File: config.mk
export PLATFORM = sky130hd
export DESIGN_NAME = booth_seq_ctrl
export DESIGN_NICKNAME = d
export VERILOG_FILES = /design/src/rtl/booth_ctrl_pkg.sv /design/src/rtl/booth_seq_ctrl.sv
export SDC_FILE = /design/constraint.sdc
export NUM_CORES = 1
export LEC_CHECK = 0
export CORE_MARGIN = 3
export CORE_UTILIZATION = 40
export CTS_BUF_LIST = sky130_fd_sc_hd__clkbuf_4 sky130_fd_sc_hd__clkbuf_8
export DETAILED_ROUTE_END_ITERATION = 10
export PLACE_DENSITY = 0.81
export SETUP_SLACK_MARGIN = 0.15
export SKIP_CTS_REPAIR_TIMING = 1
export SYNTH_ARGS = -nofsm -noshare
export SYNTH_HDL_FRONTEND = slang
export SYNTH_SLANG_ARGS = --single-unit
File: constraint.sdc
create_clock -name clk -period 3.92 [get_ports clk]
set_input_delay 1.176 -clock clk [delete_from_list [all_inputs] [get_ports clk]]
set_output_delay 1.176 -clock clk [all_outputs]
set_load 0.02 [all_outputs]
File: src/rtl/booth_ctrl_pkg.sv
`default_nettype none
// ============================================================================
// Module   : booth_ctrl_pkg
// Brief    : Shared types, datapath select codes and Booth decode helper for
//            the radix-2 Booth sequencing controller.
// Revision : 1.0 - initial release
// ============================================================================
package booth_ctrl_pkg;

    typedef enum logic [1:0] {
        IDLE = 2'd0,
        LOAD = 2'd1,
        RUN  = 2'd2,
        DONE = 2'd3
    } state_t;

    localparam logic [1:0] SEL_PASS = 2'b00;
    localparam logic [1:0] SEL_ADD  = 2'b01;
    localparam logic [1:0] SEL_SUB  = 2'b10;

    // {Q0,Q-1}: 01 ends a run of ones (add M), 10 starts one (subtract M)
    function automatic logic [1:0] booth_sel(input logic [1:0] qo_q1);
        case (qo_q1)
            2'b01:   return SEL_ADD;
            2'b10:   return SEL_SUB;
            default: return SEL_PASS;
        endcase
    endfunction

endpackage
`default_nettype wire

File: src/rtl/booth_seq_ctrl.sv
`default_nettype none
// ============================================================================
// Module   : booth_seq_ctrl
// Brief    : Sequencing FSM for the 16x16 radix-2 Booth multiplier datapath.
//            Optional build macro BOOTH_CTRL_ERRCHK_EN adds a step-count check.
// Revision : 1.0 - initial release
// ============================================================================
module booth_seq_ctrl
    import booth_ctrl_pkg::*;
#(
    parameter int WIDTH  = 16,
    parameter int STEP_W = 5
) (
    input  logic                 clk,
    input  logic                 rst,
    input  logic                 start_valid,
    output logic                 start_ready,
    input  logic [WIDTH-1:0]     multiplicand_in,
    input  logic [WIDTH-1:0]     multiplier_in,
    input  logic                 abort,
    output logic                 busy,
    output logic                 res_valid,
    input  logic                 res_ready,
    output logic [2*WIDTH-1:0]   result,
    output logic                 err,
    output logic [WIDTH-1:0]     dp_multiplicand,
    output logic [WIDTH-1:0]     dp_multiplier,
    output logic                 dp_clear,
    output logic                 dp_mux_sel_Mul,
    output logic [1:0]           dp_mux_sel_Shift,
    input  logic [1:0]           dp_Qo_Q1,
    input  logic                 dp_count_comp,
    input  logic [2*WIDTH-1:0]   dp_product
);

    generate
        if (WIDTH != 16 || STEP_W != $clog2(WIDTH) + 1) begin : g_param_check
            $error("booth_seq_ctrl: WIDTH must be 16 and STEP_W must be $clog2(WIDTH)+1");
        end
    endgenerate

    state_t             r_state;
    state_t             w_next_state;
    logic [WIDTH-1:0]   r_mcand;
    logic [WIDTH-1:0]   r_mplier;
    logic [2*WIDTH-1:0] r_result;
    logic               r_res_valid;
    logic               w_exit;
    logic               w_accept;
    logic               w_capture;
    logic               w_release;

`ifdef BOOTH_CTRL_ERRCHK_EN
    logic [STEP_W-1:0]  r_step;
    logic               r_err;
    logic               w_last_step;

    assign w_last_step = (r_step == STEP_W'(WIDTH - 1));
    // Either a premature or a missing count_comp ends the run
    assign w_exit      = dp_count_comp | w_last_step;
    assign err         = r_err;

    always_ff @(posedge clk or negedge rst) begin
        if (!rst) begin
            r_step <= '0;
            r_err  <= 1'b0;
        end else begin
            if (r_state == LOAD)
                r_step <= '0;
            else if (r_state == RUN)
                r_step <= r_step + 1'b1;
            if (r_state == RUN && !abort && (dp_count_comp != w_last_step))
                r_err <= 1'b1;
        end
    end
`else
    assign w_exit = dp_count_comp;
    assign err    = 1'b0;
`endif

    assign w_accept  = (r_state == IDLE) & start_valid;
    assign w_capture = (r_state == RUN) & ~abort & w_exit;
    assign w_release = (r_state == DONE) & res_ready;

    always_ff @(posedge clk or negedge rst) begin
        if (!rst) begin
            r_state     <= IDLE;
            r_mcand     <= '0;
            r_mplier    <= '0;
            r_result    <= '0;
            r_res_valid <= 1'b0;
        end else begin
            r_state <= w_next_state;
            if (w_accept) begin
                r_mcand  <= multiplicand_in;
                r_mplier <= multiplier_in;
            end
            if (w_capture) begin
                r_result    <= dp_product;
                r_res_valid <= 1'b1;
            end else if (w_release) begin
                r_res_valid <= 1'b0;
            end
        end
    end

    always_comb begin
        w_next_state     = r_state;
        start_ready      = 1'b0;
        busy             = 1'b0;
        dp_clear         = 1'b0;
        dp_mux_sel_Mul   = 1'b0;
        dp_mux_sel_Shift = SEL_PASS;
        case (r_state)
            IDLE: begin
                start_ready = 1'b1;
                dp_clear    = 1'b1;
                if (start_valid)
                    w_next_state = LOAD;
            end
            LOAD: begin
                busy         = 1'b1;
                w_next_state = abort ? IDLE : RUN;
            end
            RUN: begin
                busy             = 1'b1;
                dp_mux_sel_Mul   = 1'b1;
                dp_mux_sel_Shift = booth_sel(dp_Qo_Q1);
                // Abort has priority over a completing step
                if (abort)
                    w_next_state = IDLE;
                else if (w_exit)
                    w_next_state = DONE;
            end
            DONE: begin
                dp_clear = 1'b1;
                if (res_ready)
                    w_next_state = IDLE;
            end
            default: w_next_state = IDLE;
        endcase
    end

    assign res_valid       = r_res_valid;
    assign result          = r_result;
    assign dp_multiplicand = r_mcand;
    assign dp_multiplier   = r_mplier;

endmodule
`default_nettype wire

==> flow_summary.ini, run 1 <==
[status]
status = finished, final reports clean

[clocking]
numCtsBuffers = 9
cts-root-buf = clkbuf_8
cts_buffer_depth = 2
htreeDepth = 3
insertion_delay_ps = 330
clk_pin_slew_ps = 70
cts_tree = yes
clock_sinks = 67

[yosys]
seq_area_frac_synth = 0.609
syn_nets = 243
synth_area_um2 = 2750
synthCells = 166
ys_ff_latch = 67
synth_top_cell_by_area = dfrtp_1
synth_fa_ha_area_frac = 0.0227
synth_xor_xnor_area_share = 0
synth_top_family_by_area = multiplexers
avgSynthCellArea_um2 = 16.6
yosysTopAreaCellShare = 0.609
synth_area_leaders = dfrtp_1 (61%), mux2_4 (16%), mux2_2 (14%)
synth_simple_gate_area_frac = 0.0218
synthMuxAreaShare = 0.305
synth_cell_types = 19
synth_compound_area_frac = 0.0114
yosysWarnings = 0

[setup_path]
rr_endpoint = result[1]$_DFFE_PN0P_
worst-r2r-cell-count = 5
crit_fanout = 2
r2r_setup_slack_ps = 1960
crit_top_cell = clkdlybuf4s50_1
crit_arrival_ps = 2400
crit_path_end = dp_mux_sel_Shift[1]
slowest_stage = clkdlybuf4s50_1
worstPathCellList = clkdlybuf4s50_1, nand2_1, nor2_1, clkdlybuf4s50_1
max_stage_delay_ps = 610
timing.rr.start = r_state[0]$_DFFE_PN0P_
endpoint_kind = primary output
crit_required_ps = 2740
critical_path_class = input pin to primary output
critPathLaunch = dp_Qo_Q1[1]
start_kind = input pin

[sta]
fmax_mhz = 280
setup_tns_ps = 0
slew_headroom = 0.433
grt_setup_unrepaired = no
hold_viol = 0
tightest_slew_ps = 850
slew_viol_final = 0
hold_ws_ps = 494
fin_skew_ps = 6.99
finalCritPeriodShare = 0.911
finalWorstPathRequiredPeriod_ps = 3570
setup_viol = 0

[power]
clockPowerShare = 0.145
p_per_area_nw_per_um2 = 855
p_int_w = 0.00246
p_seq_frac = 0.325
cellLeakagePower_nw = 2.04
switchingPower_w = 0.00132
power_w = 0.00378
swShare = 0.349
vdd_ir_drop_max_mv = 0.568
comb_power_share = 0.530

[global_route]
grt_pass1_wl_um = 9450
grt_use_total = 0.158
grt_pass1_vias = 1967
grt_util_met2 = 0.267
grt-ovfl-total = 0
antenna_found_initial = 0
grt-busiest-layer = met2
met1_usage = 0.190
grt_max_degree = 38
gr-usage-met3 = 0.0479

[routing]
vias = 1852
wl_um = 6280
antenna_left = 0
drt_iter0_markers = 20
avgViaCountPerCell = 4.68
drc = 0
wl_per_cell_um = 15.9
firstDrtPassIters = 4

[worst_hold_path]
hold_class = flop to flop
hold_depth = 2

[finish]
nNetsFinal = 391
antenna_cells = 0
nFillCells = 483
area_growth_pct = 60.9
regArea_um2 = 1680
fin_cells = 396
multi_input_area_um2 = 997
drive_gt1_frac = 0.266

[place]
gp_congestion = 0.761
dp_hpwl_um = 4700
place.port_buffers = 142
place_inst = 380

[floorplanning]
core_um2 = 6490
dieArea_um2 = 7910
initial_utilization = 0.424
fp.dieH_um = 89.0
rows = 29
num_io_pins = 144
die_w_um = 89.0

[flow_run]
cap_violations = 0
layer usage:
| layer | vias to the layer above | wire, um |
|---|---|---|
| met5 | - | 0 |
| met2 | 85 | 3210 |
| li1 | 863 | - |
| met3 | 6 | 558 |
| met4 | 0 | 57 |
| met1 | 898 | 2460 |
critical path: cells and delay by family:
kind	cells	cell delay (ps)
simple gates	2	140
buf+inv	2	1080
cells in the final DEF, fill, tap and decap left out, drive strengths merged, types with 3 or more instances in the layout:
cell type / instances
dfrtp: 67
clkdlybuf4s50: 141
inv: 7
buf: 3
clkbuf: 9
nand2: 6
mux2: 64
nor2: 3
clkinv: 5
ha: 5
layout make-up:
| cell class | instances | area share |
|---|---|---|
| inverter | 6 | 0.00509 |
| clock inverter | 7 | 0.0153 |
| timing repair buffer | 144 | 0.326 |
| clock buffer | 9 | 0.0280 |
| multi-input combinational | 86 | 0.225 |
| tap | 77 | 0.0218 |
| sequential | 67 | 0.379 |
worst min-delay path by stage:
stage | from | endpoint
after floorplan | r_state[0]$_DFFE_PN0P_ | r_state[0]$_DFFE_PN0P_
after global placement | res_valid$_DFFE_PN0P_ | res_valid$_DFFE_PN0P_
after detailed placement | res_valid$_DFFE_PN0P_ | res_valid$_DFFE_PN0P_
after CTS | res_valid$_DFFE_PN0P_ | res_valid$_DFFE_PN0P_
after global routing | res_valid$_DFFE_PN0P_ | res_valid$_DFFE_PN0P_
final | res_valid$_DFFE_PN0P_ | res_valid$_DFFE_PN0P_
power by group through the flow:
stage               Combinational (W)  Sequential [W]  Clock (W)
floorplan                    0.000648         0.00165          0
global placement              0.00199         0.00122          0
detailed placement            0.00203         0.00124          0
CTS                           0.00203         0.00124   0.000576
global route                  0.00211         0.00128   0.000607
finish                        0.00200         0.00123   0.000550
state kept, by name, summed over array words and instances, names as in the netlist:
signal and count:
result 32, dp_multiplicand 16, dp_multiplier 16, r_state 2, res_valid 1
cell usage after synthesis:
| cell | count |
|---|---|
| a222oi_1 | 1 |
| a22oi_1 | 1 |
| a2bb2oi_1 | 1 |
| and2b_4 | 1 |
| and3b_1 | 1 |
| buf_2 | 3 |
| buf_4 | 1 |
| buf_6 | 3 |
| conb_1 | 1 |
| dfrtp_1 | 67 |
| ha_1 | 5 |
| inv_1 | 6 |
| mux2_2 | 35 |
| mux2_4 | 29 |
| mux2i_1 | 1 |
| nand2_1 | 5 |
| nand2_4 | 1 |
| nor2_1 | 3 |
| o21ai_0 | 1 |
logic make-up after synthesis:
group / after synthesis
AOI/OAI and AO/OA: 4
adders and majority gates: 5
buffers and inverters: 13
DFF: 67
muxes: 65
other: 1
and+or+nand+nor: 11
through the flow:
step,setup slack (ps),area [um^2],utilization
6_report,347,4430,0.682
5_1_grt,299,4430,0.682
4_1_cts,339,4430,0.682
3_5_place_dp,347,4240,0.652
3_3_place_gp,350,4240,0.652
2_1_floorplan,1240,2750,-
(Power assumes the default switching activity.)
==> inputs of run 2 (changes only) <==
--- a/config.mk
+++ b/config.mk
@@ -5,11 +5,12 @@
 export SDC_FILE = /design/constraint.sdc
 export NUM_CORES = 1
 export LEC_CHECK = 0
+export CAP_MARGIN = 20
 export CORE_MARGIN = 3
-export CORE_UTILIZATION = 40
+export CORE_UTILIZATION = 44
 export CTS_BUF_LIST = sky130_fd_sc_hd__clkbuf_4 sky130_fd_sc_hd__clkbuf_8
 export DETAILED_ROUTE_END_ITERATION = 10
-export PLACE_DENSITY = 0.81
+export PLACE_DENSITY = 0.88
 export SETUP_SLACK_MARGIN = 0.15
 export SKIP_CTS_REPAIR_TIMING = 1
 export SYNTH_ARGS = -nofsm -noshare
==> run 2 against run 1 <==
Compared with the run above: sequential cell count unchanged; clock-buffer cell count rose by 1; largest cell class unchanged; largest power group unchanged; combinational power is essentially flat.
==> flow_summary.ini, run 2 (synthesis gave the netlist of run 1 again) <==
[finish]
multi_input_area_um2 = 997
largest_register_ffs = 32
final_cell_mix = clkdlybuf4s50_1 (141), dfrtp_1 (67), mux2_2 (35)
area_growth_pct = 60.7
layout_commonest_cell = clkdlybuf4s50_1
nNetsFinal = 391
regArea_um2 = 1680
drive_gt1_frac = 0.266
nFillCells = 421
final_cell_area_um2 = 4420
antenna_cells = 0

[clocking]
cts-root-buf = clkbuf_8
insertion_delay_ps = 330
numCtsBuffers = 9
clock_sinks = 67
cts_tree = yes
htreeDepth = 3
clk_pin_slew_ps = 70
cts_buffer_depth = 2

[floorplanning]
dieArea_um2 = 7240
initial_utilization = 0.459
rows = 28
fp.dieH_um = 85.1
die_w_um = 85.1
num_io_pins = 144
core_um2 = 5990

[place]
place.port_buffers = 142
gp_congestion = 0.747
dpl_cell_area_um2 = 4220
dp_hpwl_um = 4870

[power]
cellLeakagePower_nw = 2.03
clockPowerShare = 0.149
switchingPower_w = 0.00134
swShare = 0.351
vdd_ir_drop_max_mv = 0.576
p_per_area_nw_per_um2 = 864
p_seq_frac = 0.326
power_w = 0.00382
p_int_w = 0.00248
comb_power_share = 0.526

[sta]
setup_tns_ps = 0
setup_viol = 0
finalCritPeriodShare = 0.916
finalWorstPathRequiredPeriod_ps = 3590
slew_headroom = 0.512
fin_skew_ps = 11.2
hold_ws_ps = 486
slew_viol_final = 0
hold_viol = 0
tightest_slew_ps = 732
fmax_mhz = 278
grt_setup_unrepaired = no

[worst_hold_path]
hold_class = flop to flop
worstHoldEndpoint = res_valid$_DFFE_PN0P_
hp-start = res_valid$_DFFE_PN0P_
hold_depth = 2

[global_route]
grt-ovfl-total = 0
grt_pass1_wl_um = 10600
grt_pass1_vias = 2109
antenna_found_initial = 0
grt_use_total = 0.188
grt_max_degree = 35

[setup_path]
crit_required_ps = 2740
worst-r2r-cell-count = 5
start_kind = input pin
crit_arrival_ps = 2420
critical_path_class = input pin to primary output
timing.rr.start = r_state[0]$_DFFE_PN0P_
endpoint_kind = primary output
rr_endpoint = result[31]$_DFFE_PN0P_
crit_fanout = 2
r2r_setup_slack_ps = 1960

[routing]
antenna_left = 0
drt_iter0_markers = 44
wl_per_cell_um = 16.5
drc = 0
firstDrtPassIters = 4
vias = 1896
wl_um = 6520
avgViaCountPerCell = 4.81

[flow_run]
cap_violations = 0

[status]
status = finished, final reports clean
run 2: layout make-up:
type | instances | area share
repair buffers | 144 | 0.324
inverters | 6 | 0.00509
clock buffers | 10 | 0.0311
multi-input cells | 86 | 0.225
flip-flops and latches | 67 | 0.379
well taps | 75 | 0.0212
clock inverters | 6 | 0.0147
run 2: worst max-delay path by stage:
stage                               end         from  slack [ps]  cells after the start
floorplan           dp_mux_sel_Shift[1]  dp_Qo_Q1[1]        1240                      2
global placement    dp_mux_sel_Shift[0]  dp_Qo_Q1[0]         350                      3
detailed placement  dp_mux_sel_Shift[0]  dp_Qo_Q1[0]         320                      3
CTS                 dp_mux_sel_Shift[0]  dp_Qo_Q1[0]         320                      3
global route        dp_mux_sel_Shift[0]  dp_Qo_Q1[0]         280                      3
finish              dp_mux_sel_Shift[0]  dp_Qo_Q1[0]         330                      3
run 2: routing by layer:
layer  GRT usage  vias to the layer above  share of wire
met1       0.231                      918           0.41
met2       0.303                       94           0.48
met3      0.0592                       14          0.088
li1            -                      870              -
met5           0                        -              0
met4      0.0835                        0          0.023
run 2: metrics by stage:
| stage | cells | setup WS [ps] | util |
|---|---|---|---|
| 4_1_cts | 394 | 323 | 0.739 |
| 3_5_place_dp | 378 | 321 | 0.705 |
| 5_1_grt | 394 | 278 | 0.739 |
| 2_1_floorplan | 166 | 1240 | - |
| 6_report | 394 | 328 | 0.739 |
| 3_3_place_gp | 378 | 350 | 0.705 |
run 2: critical path, stage by stage:
cell and delay [ps]:
clkdlybuf4s50_1 480, and3b_1 160, clkdlybuf4s50_1 600
run 2: power groups by stage:
stage	Combinational, W	Sequential (W)	Clock (W)
2_1_floorplan	0.000648	0.00165	0
3_3_place_gp	0.00198	0.00123	0
3_5_place_dp	0.00203	0.00125	0
4_1_cts	0.00204	0.00125	0.000588
5_1_grt	0.00212	0.00129	0.000619
6_report	0.00201	0.00124	0.000568
==> RTL change, RTL diff (flow settings as in run 1) <==
Re-encode `state_t` (4 states) as one-hot, 4 bits wide.
--- a/src/rtl/booth_ctrl_pkg.sv
+++ b/src/rtl/booth_ctrl_pkg.sv
@@ -8,9 +8,9 @@
 package booth_ctrl_pkg;
 
-    typedef enum logic [1:0] {
-        IDLE = 2'd0,
-        LOAD = 2'd1,
-        RUN  = 2'd2,
-        DONE = 2'd3
+    typedef enum logic [3:0] {
+        IDLE = 4'b0001,
+        LOAD = 4'b0010,
+        RUN  = 4'b0100,
+        DONE = 4'b1000
     } state_t;
 
Behaviour: same outputs for any inputs over 10 cycles, from zero or initial values and one cycle with rst low; not proved beyond that.
==> RTL change against run 1 <==
- routed wire length grew 8.5%
- cell area grew 5.6%
- sequential cell count grew 2
- synthesized area grew 9.5%
- critical path type unchanged
- worst hold slack gained 9.4 ps
- maximum frequency shrank 2.2%
- largest power group unchanged
- setup slack lost 80 ps
- total power shrank 22%
==> RTL change: results (changes against run 1) <==
Pwr:
- The power drawn by the clock network is 0.000654 W (was 0.000550 W).
- The portion of total power attributed to combinational logic is 0.418 (was 0.530).
- The overall power of the completed layout is 0.00295 W (was 0.00378 W).
- The switching power as a share of total power came to 0.308 (was 0.349).
- The worst vdd rail ir drop is 0.275 mV (was 0.568 mV).
- The leakage power of the design was 2.17 nW (was 2.04 nW).

Placement:
- The post-detailed-placement half-perimeter wirelength is 5.03 mm (was 4.70 mm).
- The total placed cells including tap cells was 402 (was 380).
- The cell area after placement was 4450 um^2 (was 4240 um^2).
- The placer's final routability congestion estimate is 0.724 (was 0.761).
- The worst slack at placement is 279 ps (was 347 ps).

STA:
- The transition time at the pin with the least slew margin is 988 ps (was 850 ps).
- The clock skew is 8.85 ps (was 6.99 ps).

Logic synthesis:
- The post-synthesis adder-cell area fraction is 0 (was 0.0227).
- The post-synthesis net count is 239 (was 243).
- The area fraction in compound gates after synthesis is 0.0174 (was 0.0114).
- The sequential share of the synthesized area came to 0.573 (was 0.609).
- The area share of xor/xnor cells in the synthesized design is 0.00291 (was 0).
- The number of distinct library cell variants in the gate-level netlist after synthesis was 26 (was 19).
- The multiplexer fraction of the synthesized cell area was 0.309 (was 0.305).
- Top post-synthesis cells by count: sky130_fd_sc_hd__dfrtp_1 (68), sky130_fd_sc_hd__mux2_4 (56), sky130_fd_sc_hd__mux2_2 (8) (was sky130_fd_sc_hd__dfrtp_1 (67), sky130_fd_sc_hd__mux2_2 (35), sky130_fd_sc_hd__mux2_4 (29)).
- The per-instance average area after synthesis came to 18.0 um^2 (was 16.6 um^2).
- The async set-or-reset flop fraction in the synthesized netlist was 1.00 (unchanged).
- Main area contributors after synthesis: sky130_fd_sc_hd__dfrtp_1 (56%), sky130_fd_sc_hd__mux2_4 (28%), sky130_fd_sc_hd__mux2_2 (3.0%) (was sky130_fd_sc_hd__dfrtp_1 (61%), sky130_fd_sc_hd__mux2_4 (16%), sky130_fd_sc_hd__mux2_2 (14%)).

Route:
- The length of routed met3 wiring is 531 um (was 558 um).
- The detailed-route vias per instance was 4.57 (was 4.68).
- The final routed wirelength across all metal layers came to 6.81 mm (was 6.28 mm).
- The DRC violation total after the first TritonRoute iteration is 50 (was 20).
- The wire length the detailed router placed on met1 was 2.84 mm (was 2.46 mm).
- The met2 wire length is 3.29 mm (was 3.21 mm).

Finish:
- The share of post-route cells with drive strength above 1 was 0.288 (was 0.266).
- The number of standard cells in the layout, taps in and fillers out was 418 (was 396).
- The number of nets in the finished design is 386 (was 391).

Global route:
- The global-route wire length before repair is 11.1 mm (was 9.45 mm).
- The largest net degree at the start of global routing is 46 (was 38).
- The met3 routing resource usage after global routing came to 0.0658 (was 0.0479).
- The global-route track usage on met2 is 0.260 (was 0.267).
- The total track usage is 0.167 (was 0.158).
- The number of global-route vias before repair is 2201 (was 1967).

Critical path:
- The delay of the slowest cell on the worst path came to 640 ps (was 610 ps).
- The critical path arrival came to 2480 ps (was 2400 ps).

Clocking:
- The H-tree depth came to 3 (unchanged).

Run status:
- Status: completed (unchanged).
[RTL change: cell count changes in the layout (fill, tap and decap cells not counted), sizes merged, moves of 2 or more]
cell | before | now
nand3b | 0 | 2
nor4b | 0 | 2
clkbuf | 9 | 11
nand2 | 6 | 1
nand2b | 0 | 2
ha | 5 | 0
clkinv | 5 | 2
nor3b | 0 | 3
inv | 7 | 3
[RTL change: worst paths after layout]
path | from | end | slack (ps) | depth (start not counted)
max in group asynchronous | rst | result[11] | 2130 | 2
hold / removal | res_valid | res_valid | 500 | 2
hold reg to reg | res_valid | res_valid | 500 | 2
setup / recovery | dp_Qo_Q1[1] | dp_mux_sel_Shift[1] | 270 | 3
min in group asynchronous | rst | dp_multiplicand[14] | 1010 | 1
setup reg to reg | r_state[3] | dp_multiplier[15] | 1910 | 3
[RTL change: area by class of cell]
cell class	count	area, um^2
sequential	69	1730
fill	567	2620
tap	99	124
clock inverter	5	82.6
inverter	2	7.51
clock buffer	11	145
timing repair buffer	145	1440
multi-input combinational	87	1150
